### src/rtl/hazard_controller_pkg.sv
// hazard_controller_pkg: shared state encoding and pipeline constants for the hazard controller
package hazard_controller_pkg;
  typedef enum logic {ST_RUN = 1'b0, ST_MC_WAIT = 1'b1} state_t;
  localparam int REG_AW_DEF = 5;
  localparam logic [31:0] NOP = 32'h0000_0013;
endpackage

### src/rtl/sat_counter.sv
// sat_counter: event counter that sticks at all-ones instead of wrapping
module sat_counter #(
  parameter int CNT_W = 32
) (
  input  logic             clk,
  input  logic             rst_n,
  input  logic             inc,
  output logic [CNT_W-1:0] count
);
  // count qualifying cycles, holding at the maximum value
  always_ff @(posedge clk or negedge rst_n)
    if (!rst_n) count <= '0;
    else if (inc && !(&count)) count <= count + 1'b1;
endmodule

### src/rtl/hazard_controller.sv
// hazard_controller: stage enables, flushes and bubbles for load-use, branch, mul/div and dmem-wait hazards
module hazard_controller
  import hazard_controller_pkg::*;
#(
  parameter int REG_AW     = REG_AW_DEF,
  parameter int CNT_W      = 32,
  parameter int MC_TIMEOUT = 64
) (
  input  logic              clk,
  input  logic              rst_n,
  input  logic [REG_AW-1:0] id_rs1,
  input  logic [REG_AW-1:0] id_rs2,
  input  logic              id_use_rs1,
  input  logic              id_use_rs2,
  input  logic [REG_AW-1:0] ex_rd,
  input  logic              ex_mem_read,
  input  logic              ex_branch_taken,
  input  logic              ex_mc_op,
  input  logic              mc_done,
  input  logic              mem_req,
  input  logic              mem_ready,
  output logic              pc_write,
  output logic              ifid_write,
  output logic              idex_write,
  output logic              exmem_write,
  output logic              memwb_write,
  output logic              ifid_flush,
  output logic              idex_flush,
  output logic              exmem_bubble,
  output logic              mc_start,
  output logic              mc_err,
  output logic [CNT_W-1:0]  stall_cnt,
  output logic [CNT_W-1:0]  flush_cnt
);
  localparam int CW = $clog2(MC_TIMEOUT) + 1;
  state_t st, st_d;
  logic mc_done_q, done_q_d, bub_q, bub_d, err_d, mem_stall, load_use, done;
  logic [CW-1:0] mc_cnt, cnt_d;
  assign mem_stall = mem_req & ~mem_ready;
  assign done = mc_done | mc_done_q;
  assign load_use = ex_mem_read && ex_rd != '0 &&
                    ((id_use_rs1 && id_rs1 == ex_rd) || (id_use_rs2 && id_rs2 == ex_rd));
  // state, sticky done, wait counter, one-shot bubble flag and error flag
  always_ff @(posedge clk or negedge rst_n)
    if (!rst_n) begin
      st        <= ST_RUN;
      mc_done_q <= 1'b0;
      mc_cnt    <= '0;
      bub_q     <= 1'b0;
      mc_err    <= 1'b0;
    end else begin
      st        <= st_d;
      mc_done_q <= done_q_d;
      mc_cnt    <= cnt_d;
      bub_q     <= bub_d;
      mc_err    <= err_d;
    end
  // next state and all pipeline controls from current state and hazard inputs
  always_comb begin
    {pc_write, ifid_write, idex_write, exmem_write, memwb_write} = 5'b11111;
    {ifid_flush, idex_flush, exmem_bubble, mc_start} = 4'b0000;
    st_d     = st;
    done_q_d = mc_done_q;
    cnt_d    = mc_cnt;
    bub_d    = bub_q;
    err_d    = mc_err;
    if (!rst_n) begin
      {pc_write, ifid_write, idex_write, exmem_write, memwb_write} = 5'b00000;
    end else if (mem_stall) begin
      {pc_write, ifid_write, idex_write, exmem_write, memwb_write} = 5'b00000;
      done_q_d = (st == ST_MC_WAIT) ? done : mc_done_q;
    end else if (st == ST_RUN) begin
      if (ex_mc_op) begin
        mc_start = 1'b1;
        {pc_write, ifid_write, idex_write, exmem_write} = 4'b0000;
        st_d     = ST_MC_WAIT;
        cnt_d    = '0;
        bub_d    = 1'b0;
        done_q_d = 1'b0;
      end else if (ex_branch_taken) begin
        ifid_flush = 1'b1;
        idex_flush = 1'b1;
      end else if (load_use) begin
        pc_write   = 1'b0;
        ifid_write = 1'b0;
        idex_flush = 1'b1;
      end
    end else if (done) begin
      st_d     = ST_RUN;
      done_q_d = 1'b0;
      cnt_d    = '0;
    end else if (mc_cnt == CW'(MC_TIMEOUT - 1)) begin
      err_d        = 1'b1;
      exmem_bubble = 1'b1;
      idex_flush   = 1'b1;
      st_d         = ST_RUN;
      cnt_d        = '0;
    end else begin
      {pc_write, ifid_write, idex_write} = 3'b000;
      exmem_write  = ~bub_q;
      exmem_bubble = ~bub_q;
      bub_d        = 1'b1;
      cnt_d        = mc_cnt + 1'b1;
    end
  end
  sat_counter #(.CNT_W(CNT_W)) u_stall_cnt (.clk(clk), .rst_n(rst_n), .inc(rst_n & ~pc_write), .count(stall_cnt));
  sat_counter #(.CNT_W(CNT_W)) u_flush_cnt (.clk(clk), .rst_n(rst_n), .inc(ifid_flush), .count(flush_cnt));
endmodule

### config.mk
export PLATFORM = sky130hd
export DESIGN_NAME = hazard_controller
export DESIGN_NICKNAME = d
export VERILOG_FILES = /design/src/rtl/hazard_controller_pkg.sv /design/src/rtl/sat_counter.sv /design/src/rtl/hazard_controller.sv
export SDC_FILE = /design/constraint.sdc
export NUM_CORES = 1
export LEC_CHECK = 0
export BUFFER_PORTS_ARGS = -buffer_cell sky130_fd_sc_hd__buf_2
export CAP_MARGIN = 5
export CORE_UTILIZATION = 42
export DETAILED_ROUTE_END_ITERATION = 10
export PLACE_DENSITY = 0.67
export SETUP_SLACK_MARGIN = 0.3
export SLEW_MARGIN = 20
export SYNTH_ARGS = -nofsm -noshare
export SYNTH_HDL_FRONTEND = slang
export SYNTH_SLANG_ARGS = --single-unit
### constraint.sdc
create_clock -name clk -period 2.65 [get_ports clk]
set_input_delay 0.265 -clock clk [delete_from_list [all_inputs] [get_ports clk]]
set_output_delay 0.265 -clock clk [all_outputs]
set_load 0.03 [all_outputs]
==> results of run 1 <==
## through the flow
stage / power, mW / setup slack [ps] / utilization (%) / cell area, um2 / std cells
3_5_place_dp: 1.93 / 346 / 50.0 / 4600 / 593
2_1_floorplan: 1.73 / 369 / - / 3970 / 384
3_3_place_gp: 1.92 / 359 / 50.0 / 4600 / 593
6_report: 2.78 / 387 / 52.6 / 4840 / 615
5_1_grt: 2.93 / 300 / 52.6 / 4840 / 615
4_1_cts: 2.81 / 307 / 52.2 / 4800 / 610
## Yosys cell counts (2+ instances only)
library cell | number | area share (%)
dfrtp_1 | 75 | 47
xnor2_1 | 41 | 9.1
nand3_1 | 31 | 3.9
nor2_1 | 30 | 2.8
xor2_1 | 30 | 6.6
nand2_1 | 29 | 2.7
nand4_1 | 23 | 3.6
nor3_1 | 15 | 1.9
and3_1 | 13 | 2.1
and4_1 | 10 | 2.2
o21ai_0 | 10 | 1.3
inv_1 | 9 | 0.85
and2_1 | 5 | 0.79
nand2b_1 | 5 | 0.79
a21oi_1 | 4 | 0.50
buf_2 | 4 | 0.50
ha_1 | 3 | 0.95
mux2_2 | 3 | 0.85
nor4_1 | 3 | 0.47
nor4_4 | 3 | 1.6
or3_1 | 3 | 0.47
a31oi_1 | 2 | 0.32
buf_6 | 2 | 0.57
nor2b_1 | 2 | 0.32
nor4b_4 | 2 | 1.2
or2_2 | 2 | 0.32
or4_1 | 2 | 0.38
## sequential cells by signal, summed over array words and instances, names as in the netlist
name	flops
u_flush_cnt.count	32
u_stall_cnt.count	32
mc_cnt	7
bub_q	1
mc_done_q	1
mc_err	1
st	1
## worst max-delay path, delay by kind of cell, from the launching register on
| kind | cells | cell delay, ps |
|---|---|---|
| simple gates | 2 | 520 |
| buf+inv | 2 | 260 |
| flops | 1 | 440 |
| compound gates | 2 | 440 |
## logic make-up after synthesis
kind of cell    count (synthesis)  share of synthesized area (%)
buf+inv                        16                           2.11
compound gates                 25                           3.94
simple gates                  190                           28.7
fa+ha+maj                       3                          0.946
mux                             3                          0.852
flops                          75                           47.3
xor+xnor                       72                           16.1
## area by class of cell
cell class	count	area share, %
Sequential cell	75	38.8
Inverter	9	0.698
Tap cell	111	2.87
Clock inverter	6	1.32
Clock buffer	10	2.64
Timing Repair Buffer	111	12.2
Multi-Input combinational cell	293	41.5
## per-layer routing
layer  share of wire (%)  vias up  GRT usage (%)  routed length (um)
met5                   0        -              0                   0
met4                 1.6        0           6.33                 144
met3                 5.1       15           4.71                 457
met2                  45       93           30.1                4010
met1                  49     1581           25.6                4370
li1                    -     1584              -                   -
## power breakdown
part           switching (mW)  leakage (nW)  internal (mW)
registers               0.113          1.01           1.23
clock network           0.431        0.0927          0.435
logic                   0.365          1.32          0.210
## what timing repair did
action / CTS / global route
hold buffers: 1 / 0
hold endpoints to repair: 21 / 0
setup endpoints to repair: 0 / 19
setup buffers: 0 / 5
gates resized for setup: 0 / 2
## worst max path at each step
stage	slack [ps]	depth (start not counted)	to	startpoint
after floorplan	370	6	u_stall_cnt.count[1]	u_stall_cnt.count[14]
after global placement	360	5	u_stall_cnt.count[1]	u_stall_cnt.count[14]
after detailed placement	350	7	u_flush_cnt.count[22]	rst_n
after CTS	310	6	pc_write	st
after global routing	300	6	ifid_write	st
final	390	6	ifid_write	st
==> impl_metrics.yaml, run 1 <==
outcome:
  status: "complete, no violations"
detailed_routing:
  via_per_inst: 5.32
  drc: 0
  wirelength_um: 8980
  drtPass1Iterations: 4
  wire_per_inst_um: 14.6
  drt_iter0_drc: 67
  dr_total_vias: 3273
  ant_nets: 0
grt:
  grt_pass1_wl_um: 15000
  antenna_found_initial: 0
  grt_start_max_net_pins: 55
  first_global_vias: 3173
  grt_usage_pct: 19.0
  grt_overflow_total: 0
cells_and_area:
  area_delta_synth_final_pct: 22.0
  multi_input_comb_area_um2: 2010
  mostFrequentLayoutCell: "buf_2"
  regArea_um2: 1880
  final_nets: 527
  diodes: 0
  drive_above_1_share_pct: 28.8
  layout_common_cells: "buf_2, dfrtp_1, xnor2_1"
  fillers: 902
synthesis:
  synth.distinct_cells: 50
  ys_seq_area_share_pct: 47.3
  synth.avg_cell_area_um2: 10.3
  synth-edff-count: 0
  synthFlopType: "dfrtp_1"
  ys_async_sr_fraction_pct: 100
  yosysWarningCount: 0
  syn_area_um2: 3970
  synth_cells: 384
  synth_fp_nets: 412
  ys_ff_latch: 75
worst_hold_path:
  hold_path.class: "primary input to asynchronous set/reset pin"
critical_path:
  cpPeakStageDelay_ps: 440
  cp_slowest_cell: "dfrtp_2"
  cp.required_ps: 2380
  path_cells: "or3b_1 > a41o_1 > nand3_1 > inv_1 > o21a_1 > buf_2"
  critPathCaptureType: "primary output"
  criticalPathCategory: "flop to primary output"
  critPathArrivalTime_ps: 2000
  critPathLaunchType: "flop"
  ff2ff_path_depth: 6
  reg2reg_to: "u_flush_cnt.count[27]"
  r2r_setup_slack_ps: 420
  rr_startpoint: "st"
  path_max_fanout: 10
floorplan:
  die-area_um2: 9840
  fp-row-count: 35
  core_area_um2: 9200
  start_util_pct: 43.1
  fp.dieH_um: 99.2
  num_io_pins: 99
  die_w_um: 99.2
power:
  ir_drop_v: 0.000423
  pwr_density_cell_nw_per_um2: 575
  p_leak_nw: 2.42
place:
  numPortBuffers: 98
  globalplace.congestion: 0.808
  hpwl_um: 6540
clock_tree:
  clock_latency_ps: 340
  cts.sinks: 75
  root_buffer: "clkbuf_8"
  cts_buffer_depth: 2
  htree_levels: 3
  clk_pin_slew_worst_paths_ps: 80
  cts-buffers-inserted: 9
  tritoncts: "yes"
timing:
  finalSetupTns_ps: 0
  rsz0062_at_grt: "no"
  relSlewSlack_pct: 55.2
  skew_ps: 8.09
  finalCriticalPeriod_ps: 2260
  tightestPinTransition_ps: 671
  final-hold-violation-count: 0
  hold_ws_ps: 188
  final.period_utilization_pct: 85.4
  fmax_mhz: 442
  slew_viol_final: 0
  setup_violations: 0
job:
  cap_violations: 0
Note: power is estimated with default switching activity, not from simulation.
==> inputs of run 2 (changes only) <==
--- a/config.mk
+++ b/config.mk
@@ -5,7 +5,7 @@
 export SDC_FILE = /design/constraint.sdc
 export NUM_CORES = 1
 export LEC_CHECK = 0
-export BUFFER_PORTS_ARGS = -buffer_cell sky130_fd_sc_hd__buf_2
+export BUFFER_PORTS_ARGS = -buffer_cell sky130_fd_sc_hd__buf_4
 export CAP_MARGIN = 5
 export CORE_UTILIZATION = 42
 export DETAILED_ROUTE_END_ITERATION = 10
==> constraint.sdc (replaced) <==
create_clock -name clk -period 2.2 [get_ports clk]
set_input_delay 0.22 -clock clk [delete_from_list [all_inputs] [get_ports clk]]
set_output_delay 0.22 -clock clk [all_outputs]
set_load 0.03 [all_outputs]
==> run 2 against run 1 <==
  * Cell count grew 7.6%
  * Combinational power grew 88%
  * Clock power grew 40%
  * Non-clock buffer count grew 46
  * Clock skew grew 4.0 ps
  * Routed wire length grew 20%
  * Flip-flop and latch count is the same
  * Sequential share of layout area shrank 7.1 points
  * Critical path type unchanged
  * Critical endpoint unchanged
  * Highest routed layer unchanged
==> impl_metrics.yaml, run 2 (synthesized netlist as in run 1, its figures left out) <==
cells_and_area:
  post-route-util_pct: 65.4
  final_nets: 574
  stdcell_area_um2: 6020
  diodes: 0
  layout_common_cells: "buf_4, dfrtp_1, xnor2_1"
  area_delta_synth_final_pct: 51.7
  mostFrequentLayoutCell: "buf_4"
  drive_above_1_share_pct: 49.5
  reg_top3: "u_flush_cnt.count: 32 flops, u_stall_cnt.count: 32 flops, mc_cnt: 7 flops"
clock_tree:
  cts_buffer_depth: 2
  clock_latency_ps: 360
  htree_levels: 3
  tritoncts: "yes"
  cts-buffers-inserted: 9
  root_buffer: "clkbuf_8"
  clk_pin_slew_worst_paths_ps: 80
  cts.sinks: 75
detailed_routing:
  dr_total_vias: 3592
  wire_per_inst_um: 16.2
  wirelength_um: 10700
  drtPass1Iterations: 4
  drc: 0
  ant_nets: 0
  drt_iter0_drc: 109
  via_per_inst: 5.43
power:
  swShare_pct: 31.4
  pwr-share-comb_pct: 27.8
  ir_drop_v: 0.000524
  p_sw_mw: 1.22
  pwr_density_cell_nw_per_um2: 647
  p_total_mw: 3.89
  p_leak_nw: 2.83
  power.share.sequential_pct: 41.1
  p_int_mw: 2.67
  clkPwrFrac_pct: 31.2
floorplan:
  fp-row-count: 35
  core_area_um2: 9200
  num_io_pins: 99
  start_util_pct: 43.1
  die-area_um2: 9840
  die_w_um: 99.2
  fp.dieH_um: 99.2
timing:
  finalSetupTns_ps: 0
  final-hold-violation-count: 0
  rsz0062_at_grt: "yes"
  finalCriticalPeriod_ps: 2110
  slew_viol_final: 0
  setup_violations: 0
  skew_ps: 12.1
  final.period_utilization_pct: 95.8
  hold_ws_ps: 27.0
  relSlewSlack_pct: 66.3
  tightestPinTransition_ps: 502
  fmax_mhz: 474
job:
  cap_violations: 0
place:
  hpwl_um: 6980
  globalplace.congestion: 0.803
  numPortBuffers: 98
  dpl_cell_area_um2: 5050
grt:
  grt_usage_pct: 21.1
  antenna_found_initial: 0
  grt_overflow_total: 0
  grt_pass1_wl_um: 16400
  grt_start_max_net_pins: 39
  first_global_vias: 3322
critical_path:
  ff2ff_path_depth: 8
  reg2reg_to: "u_stall_cnt.count[22]"
  critPathLaunchType: "flop"
  path_max_fanout: 4
  cp.required_ps: 1980
  r2r_setup_slack_ps: 130
  criticalPathCategory: "flop to primary output"
  critPathArrivalTime_ps: 1890
  critPathCaptureType: "primary output"
  rr_startpoint: "st"
worst_hold_path:
  hold_path.class: "primary input to asynchronous set/reset pin"
outcome:
  status: "complete, no violations"
==> run 2: worst max-delay path by stage <==
stage                          start                    end  slack (ps)  depth (start not counted)
2_1_floorplan                     st  u_flush_cnt.count[27]         110                          7
3_5_place_dp                      st  u_flush_cnt.count[27]         100                          6
4_1_cts                           st             ifid_write         100                          7
3_3_place_gp   u_stall_cnt.count[30]   u_stall_cnt.count[1]         150                          5
6_report                          st             ifid_write          90                          7
5_1_grt        u_stall_cnt.count[15]  u_stall_cnt.count[25]          20                          8
==> run 2: timing repair <==
action	CTS	global route
endpoints found under the setup margin	49	59
gates cloned	2	1
setup buffers	18	15
hold buffers	1	0
gates resized for setup	40	53
hold endpoints to repair	37	0
pin swaps	19	29
==> run 2: area by class of cell <==
type	instances	area, um2
multi-input cells	294	2440
repair buffers	157	1270
well taps	111	139
clock inverters	4	76.3
clock buffers	12	145
flip-flops and latches	75	1910
fillers	716	3180
inverters	9	33.8
==> run 2: worst max-delay path, stage by stage (launching register included) <==
cell	delay (ps)
dfrtp_1	380
or3b_4	400
a41o_1	250
buf_6	130
nand3_2	60
inv_2	50
o21a_4	120
buf_6	130
==> run 2: power groups by stage <==
stage               Sequential [mW]  Clock [mW]  Combinational (mW)
global route                   1.61        1.30                1.16
CTS                            1.60        1.23               0.962
floorplan                      1.78           0               0.336
global placement               1.62           0               0.831
detailed placement             1.63           0               0.847
finish                         1.60        1.21                1.08
==> run 2: metal layers <==
metal / track usage (%) / share of wire, % / vias up
li1: - / - / 1691
met1: 28.9 / 43 / 1778
met2: 34.3 / 50 / 107
met3: 3.72 / 5.6 / 16
met4: 6.79 / 1.6 / 0
met5: 0 / 0 / -
==> run 2: metrics by stage <==
stage | std cells | setup WS (ps)
after global routing | 662 | 17.9
after detailed placement | 609 | 97.4
after global placement | 609 | 148
after CTS | 646 | 101
after floorplan | 384 | 111
final | 662 | 91.7
